## src/rtl/lcd_timing_pkg.sv

```systemverilog
// lcd_timing_pkg: shared timing defaults, colours and coordinate types for the RGB-LCD path
package lcd_timing_pkg;

    localparam int COORD_W   = 11;
    localparam int MAX_TOTAL = 2048;

    localparam int H_SYNC_D  = 1;
    localparam int H_BACK_D  = 46;
    localparam int H_VALID_D = 800;
    localparam int H_FRONT_D = 210;
    localparam int V_SYNC_D  = 1;
    localparam int V_BACK_D  = 23;
    localparam int V_VALID_D = 480;
    localparam int V_FRONT_D = 22;

    typedef logic [COORD_W-1:0] coord_t;
    typedef logic [COORD_W:0]   wide_t;
    typedef logic [23:0]        rgb_t;

    localparam rgb_t BLACK  = 24'h000000;
    localparam rgb_t WHITE  = 24'hFFFFFF;
    localparam rgb_t GRAY   = 24'h808080;
    localparam rgb_t ORANGE = 24'hFF8000;
    localparam rgb_t YELLOW = 24'hFFFF00;
    localparam rgb_t RED    = 24'hFF0000;

    // An axis is usable only with a visible region and a period the 11-bit counter can hold.
    function automatic bit timing_ok(int s, int b, int v, int f);
        return v > 0 && s + b + v + f <= MAX_TOTAL;
    endfunction

endpackage

```

## src/rtl/lcd_axis_cnt.sv

```systemverilog
// lcd_axis_cnt: one timing axis (sync, back porch, active, front porch) with window decode
module lcd_axis_cnt
    import lcd_timing_pkg::*;
#(
    parameter int SYNC  = H_SYNC_D,
    parameter int BACK  = H_BACK_D,
    parameter int VALID = H_VALID_D,
    parameter int FRONT = H_FRONT_D
) (
    input  logic   clk_in,
    input  logic   sys_rst_n,
    input  logic   inc,
    output coord_t cnt,
    output logic   wrap,
    output logic   in_sync,
    output logic   in_act,
    output coord_t coord
);

    localparam int     TOTAL   = SYNC + BACK + VALID + FRONT;
    localparam coord_t LAST    = coord_t'(TOTAL - 1);
    localparam coord_t START_C = coord_t'(SYNC + BACK);
    localparam wide_t  START_W = wide_t'(SYNC + BACK);
    localparam wide_t  END_W   = wide_t'(SYNC + BACK + VALID);
    localparam wide_t  SYNC_W  = wide_t'(SYNC);

    if (!timing_ok(SYNC, BACK, VALID, FRONT)) begin : g_bad_timing
        $error("lcd_axis_cnt: VALID must be nonzero and the axis total must not exceed 2048");
    end

    coord_t cnt_q, cnt_d;
    wide_t  cnt_w;

    assign cnt_w = {1'b0, cnt_q};

    // Next count and window decode; the wider compare keeps an end of 2048 representable.
    always_comb begin
        wrap    = inc && cnt_q == LAST;
        cnt_d   = wrap ? '0 : inc ? cnt_q + coord_t'(1) : cnt_q;
        in_sync = cnt_w < SYNC_W;
        in_act  = cnt_w >= START_W && cnt_w < END_W;
        coord   = in_act ? cnt_q - START_C : '0;
    end

    // Counter register, cleared straight back to the axis origin.
    always_ff @(posedge clk_in or negedge sys_rst_n) begin
        if (!sys_rst_n) cnt_q <= '0;
        else            cnt_q <= cnt_d;
    end

    assign cnt = cnt_q;

endmodule

```

## src/rtl/lcd_timing_driver.sv

```systemverilog
// lcd_timing_driver: RGB-LCD timing generator issuing pixel requests and registering panel signals
module lcd_timing_driver
    import lcd_timing_pkg::*;
#(
    parameter int   H_SYNC   = H_SYNC_D,
    parameter int   H_BACK   = H_BACK_D,
    parameter int   H_VALID  = H_VALID_D,
    parameter int   H_FRONT  = H_FRONT_D,
    parameter int   V_SYNC   = V_SYNC_D,
    parameter int   V_BACK   = V_BACK_D,
    parameter int   V_VALID  = V_VALID_D,
    parameter int   V_FRONT  = V_FRONT_D,
    parameter logic SYNC_ACT = 1'b0
) (
    input  logic         clk_in,
    input  logic         sys_rst_n,
    input  logic [23:0]  pix_data,
    output logic [10:0]  pix_x,
    output logic [10:0]  pix_y,
    output logic         pix_req,
    output logic         lcd_hsync,
    output logic         lcd_vsync,
    output logic         lcd_de,
    output logic [23:0]  lcd_rgb,
    output logic         frame_start
);

    coord_t h_cnt, v_cnt, h_coord, v_coord;
    logic   h_wrap, h_sync, h_act, v_sync, v_act, unused_v_wrap;
    logic   hsync_q, hsync_d, vsync_q, vsync_d, de_q, de_d, fs_q, fs_d;
    rgb_t   rgb_q, rgb_d;

    lcd_axis_cnt #(.SYNC(H_SYNC), .BACK(H_BACK), .VALID(H_VALID), .FRONT(H_FRONT)) u_h (
        .clk_in    (clk_in),
        .sys_rst_n (sys_rst_n),
        .inc       (1'b1),
        .cnt       (h_cnt),
        .wrap      (h_wrap),
        .in_sync   (h_sync),
        .in_act    (h_act),
        .coord     (h_coord)
    );

    lcd_axis_cnt #(.SYNC(V_SYNC), .BACK(V_BACK), .VALID(V_VALID), .FRONT(V_FRONT)) u_v (
        .clk_in    (clk_in),
        .sys_rst_n (sys_rst_n),
        .inc       (h_wrap),
        .cnt       (v_cnt),
        .wrap      (unused_v_wrap),
        .in_sync   (v_sync),
        .in_act    (v_act),
        .coord     (v_coord)
    );

    assign pix_req = h_act & v_act;
    assign pix_x   = pix_req ? h_coord : '0;
    assign pix_y   = pix_req ? v_coord : '0;

    // Panel outputs for the coordinate presented this cycle; pixel data outside the window is dropped.
    always_comb begin
        de_d    = pix_req;
        rgb_d   = pix_req ? pix_data : BLACK;
        hsync_d = h_sync ? SYNC_ACT : ~SYNC_ACT;
        vsync_d = v_sync ? SYNC_ACT : ~SYNC_ACT;
        fs_d    = h_cnt == '0 && v_cnt == '0;
    end

    // One-cycle output stage keeping data, enable and syncs aligned at the pins.
    always_ff @(posedge clk_in or negedge sys_rst_n) begin
        if (!sys_rst_n) begin
            de_q    <= 1'b0;
            rgb_q   <= BLACK;
            hsync_q <= ~SYNC_ACT;
            vsync_q <= ~SYNC_ACT;
            fs_q    <= 1'b0;
        end else begin
            de_q    <= de_d;
            rgb_q   <= rgb_d;
            hsync_q <= hsync_d;
            vsync_q <= vsync_d;
            fs_q    <= fs_d;
        end
    end

    assign lcd_de      = de_q;
    assign lcd_rgb     = rgb_q;
    assign lcd_hsync   = hsync_q;
    assign lcd_vsync   = vsync_q;
    assign frame_start = fs_q;

endmodule

```

## config.mk

```make
export PLATFORM = sky130hd
export DESIGN_NAME = lcd_timing_driver
export DESIGN_NICKNAME = d
export VERILOG_FILES = /design/src/rtl/lcd_timing_pkg.sv /design/src/rtl/lcd_axis_cnt.sv /design/src/rtl/lcd_timing_driver.sv
export SDC_FILE = /design/constraint.sdc
export NUM_CORES = 1
export LEC_CHECK = 0
export ABC_AREA = 1
export CORE_MARGIN = 2
export CORE_UTILIZATION = 45
export DETAILED_ROUTE_END_ITERATION = 12
export DONT_BUFFER_PORTS = 1
export GPL_TIMING_DRIVEN = 0
export PLACE_DENSITY_LB_ADDON = 0.05
export SLEW_MARGIN = 20
export SYNTH_ARGS = -nofsm -noshare
export SYNTH_HDL_FRONTEND = slang
export SYNTH_SLANG_ARGS = --single-unit
```

## constraint.sdc

```tcl
create_clock -name clk_in -period 1.9 [get_ports clk_in]
set_clock_uncertainty 0.15 [all_clocks]
set_input_delay 0.285 -clock clk_in [delete_from_list [all_inputs] [get_ports clk_in]]
set_output_delay 0.285 -clock clk_in [all_outputs]
set_load 0.02 [all_outputs]
```

==> results of run 1 <==
==> worst paths after layout <==
kind | start | endpoint | slack [ns]
worst max register to register | u_v.cnt[4] | lcd_rgb[4] | -0.18
worst min-delay path | sys_rst_n | frame_start | 0.31
worst max-delay path | u_v.cnt[4] | pix_y[0] | -0.37
min in group clk_in | u_h.cnt[10] | lcd_hsync | 0.46
worst min register to register | u_h.cnt[10] | lcd_hsync | 0.46
max in group asynchronous | sys_rst_n | u_h.cnt[2] | 1.02
==> worst max-delay path: cells and delay by family (launching register included) <==
family / cells / cell delay [ns]
fa+ha+maj: 1 / 0.18
compound gates: 1 / 0.07
simple gates: 5 / 0.58
buf+inv: 2 / 0.24
flops: 1 / 0.44
==> registers in the layout, indices dropped and copies added, names as in the netlist <==
register     count
lcd_hsync        1
frame_start      1
u_v.cnt         11
u_h.cnt         11
lcd_de           1
lcd_vsync        1
lcd_rgb         24
==> timing repair <==
item | CTS | global route
pin swaps | 12 | 7
gates cloned | 1 | 0
setup endpoints to repair | 42 | 60
setup buffers | 20 | 4
hold buffers | 26 | 0
endpoints found under the hold margin | 74 | 0
resized for setup | 38 | 19
==> layout make-up <==
type                       count  area (sq um)  area share (%)
sequential                    50          1260            33.2
clock inverter                 2          37.5           0.987
tap                           77          96.3            2.53
inverter                      68           262            6.88
clock buffer                   6          72.6            1.91
timing repair buffer          50           465            12.2
multi-input combinational    238          1480            38.9
buffer                        13           130            3.42
==> routing by layer <==
metal / track usage [%] / share of wire [%] / routed length, microns
met5: 0 / 0 / 0
met4: 4.99 / 0.96 / 65
met3: 6.82 / 7.4 / 499
met2: 31.6 / 46 / 3100
met1: 27.5 / 46 / 3090
==> through the flow <==
| step | setup slack [ns] | cells | instance area [sq um] | power [mW] | TNS [ns] |
|---|---|---|---|---|---|
| 4_1_cts | -0.378 | 500 | 3720 | 1.95 | -8.50 |
| 2_1_floorplan | -0.0362 | 368 | 2950 | 1.10 | -0.301 |
| 3_3_place_gp | -0.249 | 445 | 3040 | 1.10 | -5.34 |
| 3_5_place_dp | -0.262 | 445 | 3040 | 1.10 | -6.21 |
| 6_report | -0.369 | 504 | 3800 | 1.93 | -9.60 |
| 5_1_grt | -0.461 | 504 | 3800 | 2.01 | -14.26 |
==> cells by family (layout without fill, tap and decap cells) <==
kind of cell	Yosys count	count (layout)	share of synthesized area (%)
AND/OR/NAND/NOR	200	201	33.6
adder cells (fa/ha/maj)	7	7	3.07
buffers and inverters	81	139	12.2
XOR/XNOR	14	14	4.30
AO/OA/AOI/OAI	15	15	2.68
flip-flops	50	50	43.9
other	1	1	0.131
==> Yosys cell counts <==
library cell	n
nand2_1	71
inv_1	65
dfrtp_1	48
nor2_1	41
nor2_2	40
nand3_1	25
xor2_1	12
nor3_1	9
nand4_1	8
o21ai_0	8
ha_1	7
buf_2	6
buf_6	4
a21oi_1	3
inv_2	3
o21ai_1	3
buf_4	2
dfstp_2	2
nand2_2	2
nor2_4	2
xnor2_1	2
a31oi_1	1
clkbuf_1	1
conb_1	1
nand3_4	1
nor3_4	1
==> where the power goes <==
part           switching (mW)  internal (mW)
registers                   0           1.06
clock network           0.389          0.394
logic                  0.0411         0.0454
total                   0.430           1.50
==> out/metrics.cfg, run 1 <==
[clocking]
cts.clk_slew.worst_paths_ns=0.11
cts_tree=yes
clockBufferDepth=2
htree_levels=2
cts_root_buffer=clkbuf_8
worstSkewPairLatency_ns=0.32
cts_sinks=50
cts_buffers=5

[critical_path]
arrival_ns=1.83
rr_worst_depth=13
crit_chain=ha_4 > nand2_2 > inv_2 > nand2_2 > o21ai_4 > nor2_4 > nand3_4 > buf_12 > nor2_4
worstSetupStartpointType=flop
cp-end-kind=primary output
required_ns=1.46
slowest_stage=dfrtp_2
max_stage_delay_ns=0.44
crit_type=reg2out
crit_fanout=10

[status]
status=finished, violations left
violations=negative setup slack

[synthesis]
ys_seq_elements=50
ys_top_cells_by_area=dfrtp_1 42%, nand2_1 9.3%, nor2_2 8.8%, inv_1 8.6%, nor2_1 5.4%
ys_warn_count=0
synth_cells=368
synth.largest_area_cell=dfrtp_1
synth_top_area_share_pct=42.1
yosysUniqueCellTypes=26
syn_nets=401
synth-seq-area-share_pct=43.9
syn_avg_cell_area_sq_um=7.75
synth_area_sq_um=2850

[floorplanning]
placementRows=29
die_area_sq_um=6990
pin_count=77
start_util_pct=45.7
dieWidth_microns=83.6
fp.dieH_microns=83.6
core_sq_um=6240

[global_route]
grt_pass1_vias=2377
antenna_found_initial=0
grt_max_degree=51
grt_overflow_total=0
gr-usage-all-layers_pct=20.3
grt_pass1_wl_microns=11400

[route]
via_per_inst=4.81
drtIter0Drc=180
drc=0
drt-pass1-iter-count=4
antenna_left=0
via_count=2423
wl_microns=6750
post_drt_wl_per_cell_microns=13.4

[timing]
min_period_over_period_pct=119
rsz0062_at_grt=yes
finalMaxSlewViolations=0
whs_ns=0.311
hold_viol=0
fin_crit_ns=2.27
max_freq_mhz=441
setup_viol=33
final.setup.worst_slack_ns=-0.369

[cells_and_area]
final_core_util_pct=60.9
nNetsFinal=459
fill_cells=562
drive_gt1_share_pct=31.4
layout_common_cells=65 x nand2_1, 60 x inv_1, 42 x dfrtp_1, 31 x nor2_2
layout_commonest_cell=nand2_1
areaGrowthSynthToFinish_pct=33.3
antennaDiodeCount=0

[place]
hpwl_microns=4410
port_buffers=0
gp_congestion=0.920

[pwr]
powerDensity_nw_per_um2=508
power.leakage_nw=1.90
ir_drop_uv=436

[hold_path]
hold_path_class=in2async

[job]
drv_cap=0

(Power assumes the default switching activity.)
==> inputs of run 2 (changes only) <==
- CORE_UTILIZATION: 45 -> 40
==> run 2 against run 1 <==
The run still ends with negative setup slack left. Critical path type unchanged. Register-to-register slack gained 0.11 ns. Clock-buffer cell count is the same. Final area grew 4.9%. Clock power shrank 21%. Highest routed layer unchanged. Sequential share of layout area shrank 1.4 points. First-iteration DRC count shrank 43%.
==> out/metrics.cfg, run 2 (synthesis gave the netlist of run 1 again) <==
[critical_path]
cp-end-kind=primary output
crit_top_cell=nand2_2
crit_chain=inv_1 > nor2_4 > nand2_2 > nand2_2 > inv_1 > nand2_2 > nand3_4 > buf_12 > nor2_4
arrival_ns=1.92
max_stage_delay_ns=0.44
slowest_stage=dfrtp_1
crit_buf_inv=3
worstSetupStartpointType=flop
crit_fanout=6
required_ns=1.46
crit_type=reg2out
critical-path-top-delay-family=simple AND/OR/NAND/NOR gates

[clocking]
cts_root_buffer=clkbuf_8
cts_tree=yes
cts.clk_slew.worst_paths_ns=0.09
worstSkewPairLatency_ns=0.31
cts_buffers=5
htree_levels=2
clockBufferDepth=2
cts_sinks=50

[floorplanning]
pin_count=77
die_area_sq_um=7820
fp.dieH_microns=88.5
placementRows=30
dieWidth_microns=88.5
start_util_pct=41.8
core_sq_um=6830

[timing]
min_period_over_period_pct=124
max_freq_mhz=425
maxSlewHeadroom_pct=66.0
finalMaxSlewViolations=0
hold_viol=0
rsz0062_at_grt=yes
fin_crit_ns=2.35
final.setup.worst_slack_ns=-0.453
setup_viol=23
tightestPinTransition_ns=0.506

[job]
drv_cap=0

[route]
via_per_inst=4.68
antenna_left=0
via_count=2496
wl_microns=7520
drc=0
drtIter0Drc=102
post_drt_wl_per_cell_microns=14.1
drt-pass1-iter-count=4

[cells_and_area]
multi_input_area_sq_um=1520
nNetsFinal=470
layout_common_cells=62 x nand2_1, 59 x inv_1, 38 x dfrtp_1, 29 x buf_4
fill_cells=621
largest_reg_flops=24
areaGrowthSynthToFinish_pct=39.8
final_area_sq_um=3990
area.sequential_sq_um=1270
layout_commonest_cell=nand2_1
antennaDiodeCount=0
drive_gt1_share_pct=34.8

[place]
placed_cell_area_sq_um=3070
gp_congestion=0.836
hpwl_microns=4500
dp_slack_ns=-0.315
port_buffers=0

[hold_path]
hold_path_class=in2async

[global_route]
grt_pass1_wl_microns=12000
antenna_found_initial=0
gr-usage-all-layers_pct=20.2
grt_overflow_total=0
grt_max_degree=51
grt_pass1_vias=2397

[status]
status=finished, violations left
violations=negative setup slack

[pwr]
ir_drop_uv=288
p_total_mw=1.77
powerDensity_nw_per_um2=443
power.leakage_nw=1.98

-- run 2: cell types whose count changed in the layout (fill, tap and decap cells not counted), sizes merged --
cell	change
bufinv	-1
buf	+8
clkbuf	+3
-- run 2: repair_timing --
item	in CTS	in global routing
gates resized for setup	44	40
endpoints found under the setup margin	61	59
cloned	2	1
hold buffers	26	0
pin swaps	5	15
setup buffers	23	16
hold endpoints to repair	74	0
-- run 2: final cells by class --
type / instances / share of cell area [%]
well taps: 96 / 3.01
plain buffers: 9 / 2.48
repair buffers: 65 / 16.1
multi-input cells: 238 / 38.1
clock inverters: 1 / 0.188
flip-flops and latches: 50 / 31.7
clock buffers: 6 / 1.82
inverters: 68 / 6.56
-- run 2: final timing paths --
kind / start / endpoint / slack [ns] / cells after the start
max: u_h.cnt[0] / pix_y[2] / -0.45 / 9
min: sys_rst_n / u_h.cnt[10] / 0.38 / 2
max reg2reg: u_h.cnt[0] / lcd_rgb[23] / -0.07 / 11
min reg2reg: u_h.cnt[0] / lcd_hsync / 0.48 / 2
max in group asynchronous: sys_rst_n / lcd_hsync / 0.94 / 2
min in group clk_in: pix_data[23] / lcd_rgb[23] / 0.47 / 3
-- run 2: report_power, final --
group	total (mW)	switching, mW	internal [mW]
Combinational	0.0884	0.0430	0.0454
Sequential	1.06	0	1.06
Clock	0.616	0.363	0.254
Total	1.77	0.406	1.36
-- run 2: metrics by stage --
step           setup TNS, ns  hold slack, ns  std cells  util (%)
3_5_place_dp           -7.56          -0.159        464      44.9
2_1_floorplan         -0.301          -0.161        368         -
3_3_place_gp           -7.33          -0.159        464      44.9
5_1_grt               -13.32           0.400        533      58.4
4_1_cts                -8.79           0.372        518      54.6
6_report               -9.18           0.381        533      58.4
-- run 2: metal layers --
| metal | GRT usage [%] | wire length (microns) | vias to the layer above |
|---|---|---|---|
| li1 | - | - | 1246 |
| met1 | 26.9 | 3380 | 1167 |
| met4 | 6.75 | 136 | 0 |
| met5 | 0 | 0 | - |
| met3 | 5.41 | 380 | 11 |
| met2 | 31.9 | 3610 | 72 |
==> inputs of run 3 (changes only) <==
- HOLD_SLACK_MARGIN: unset -> 0.12
==> results of run 3 <==
The final DEF is identical to that of run 2; final timing and power are the same.
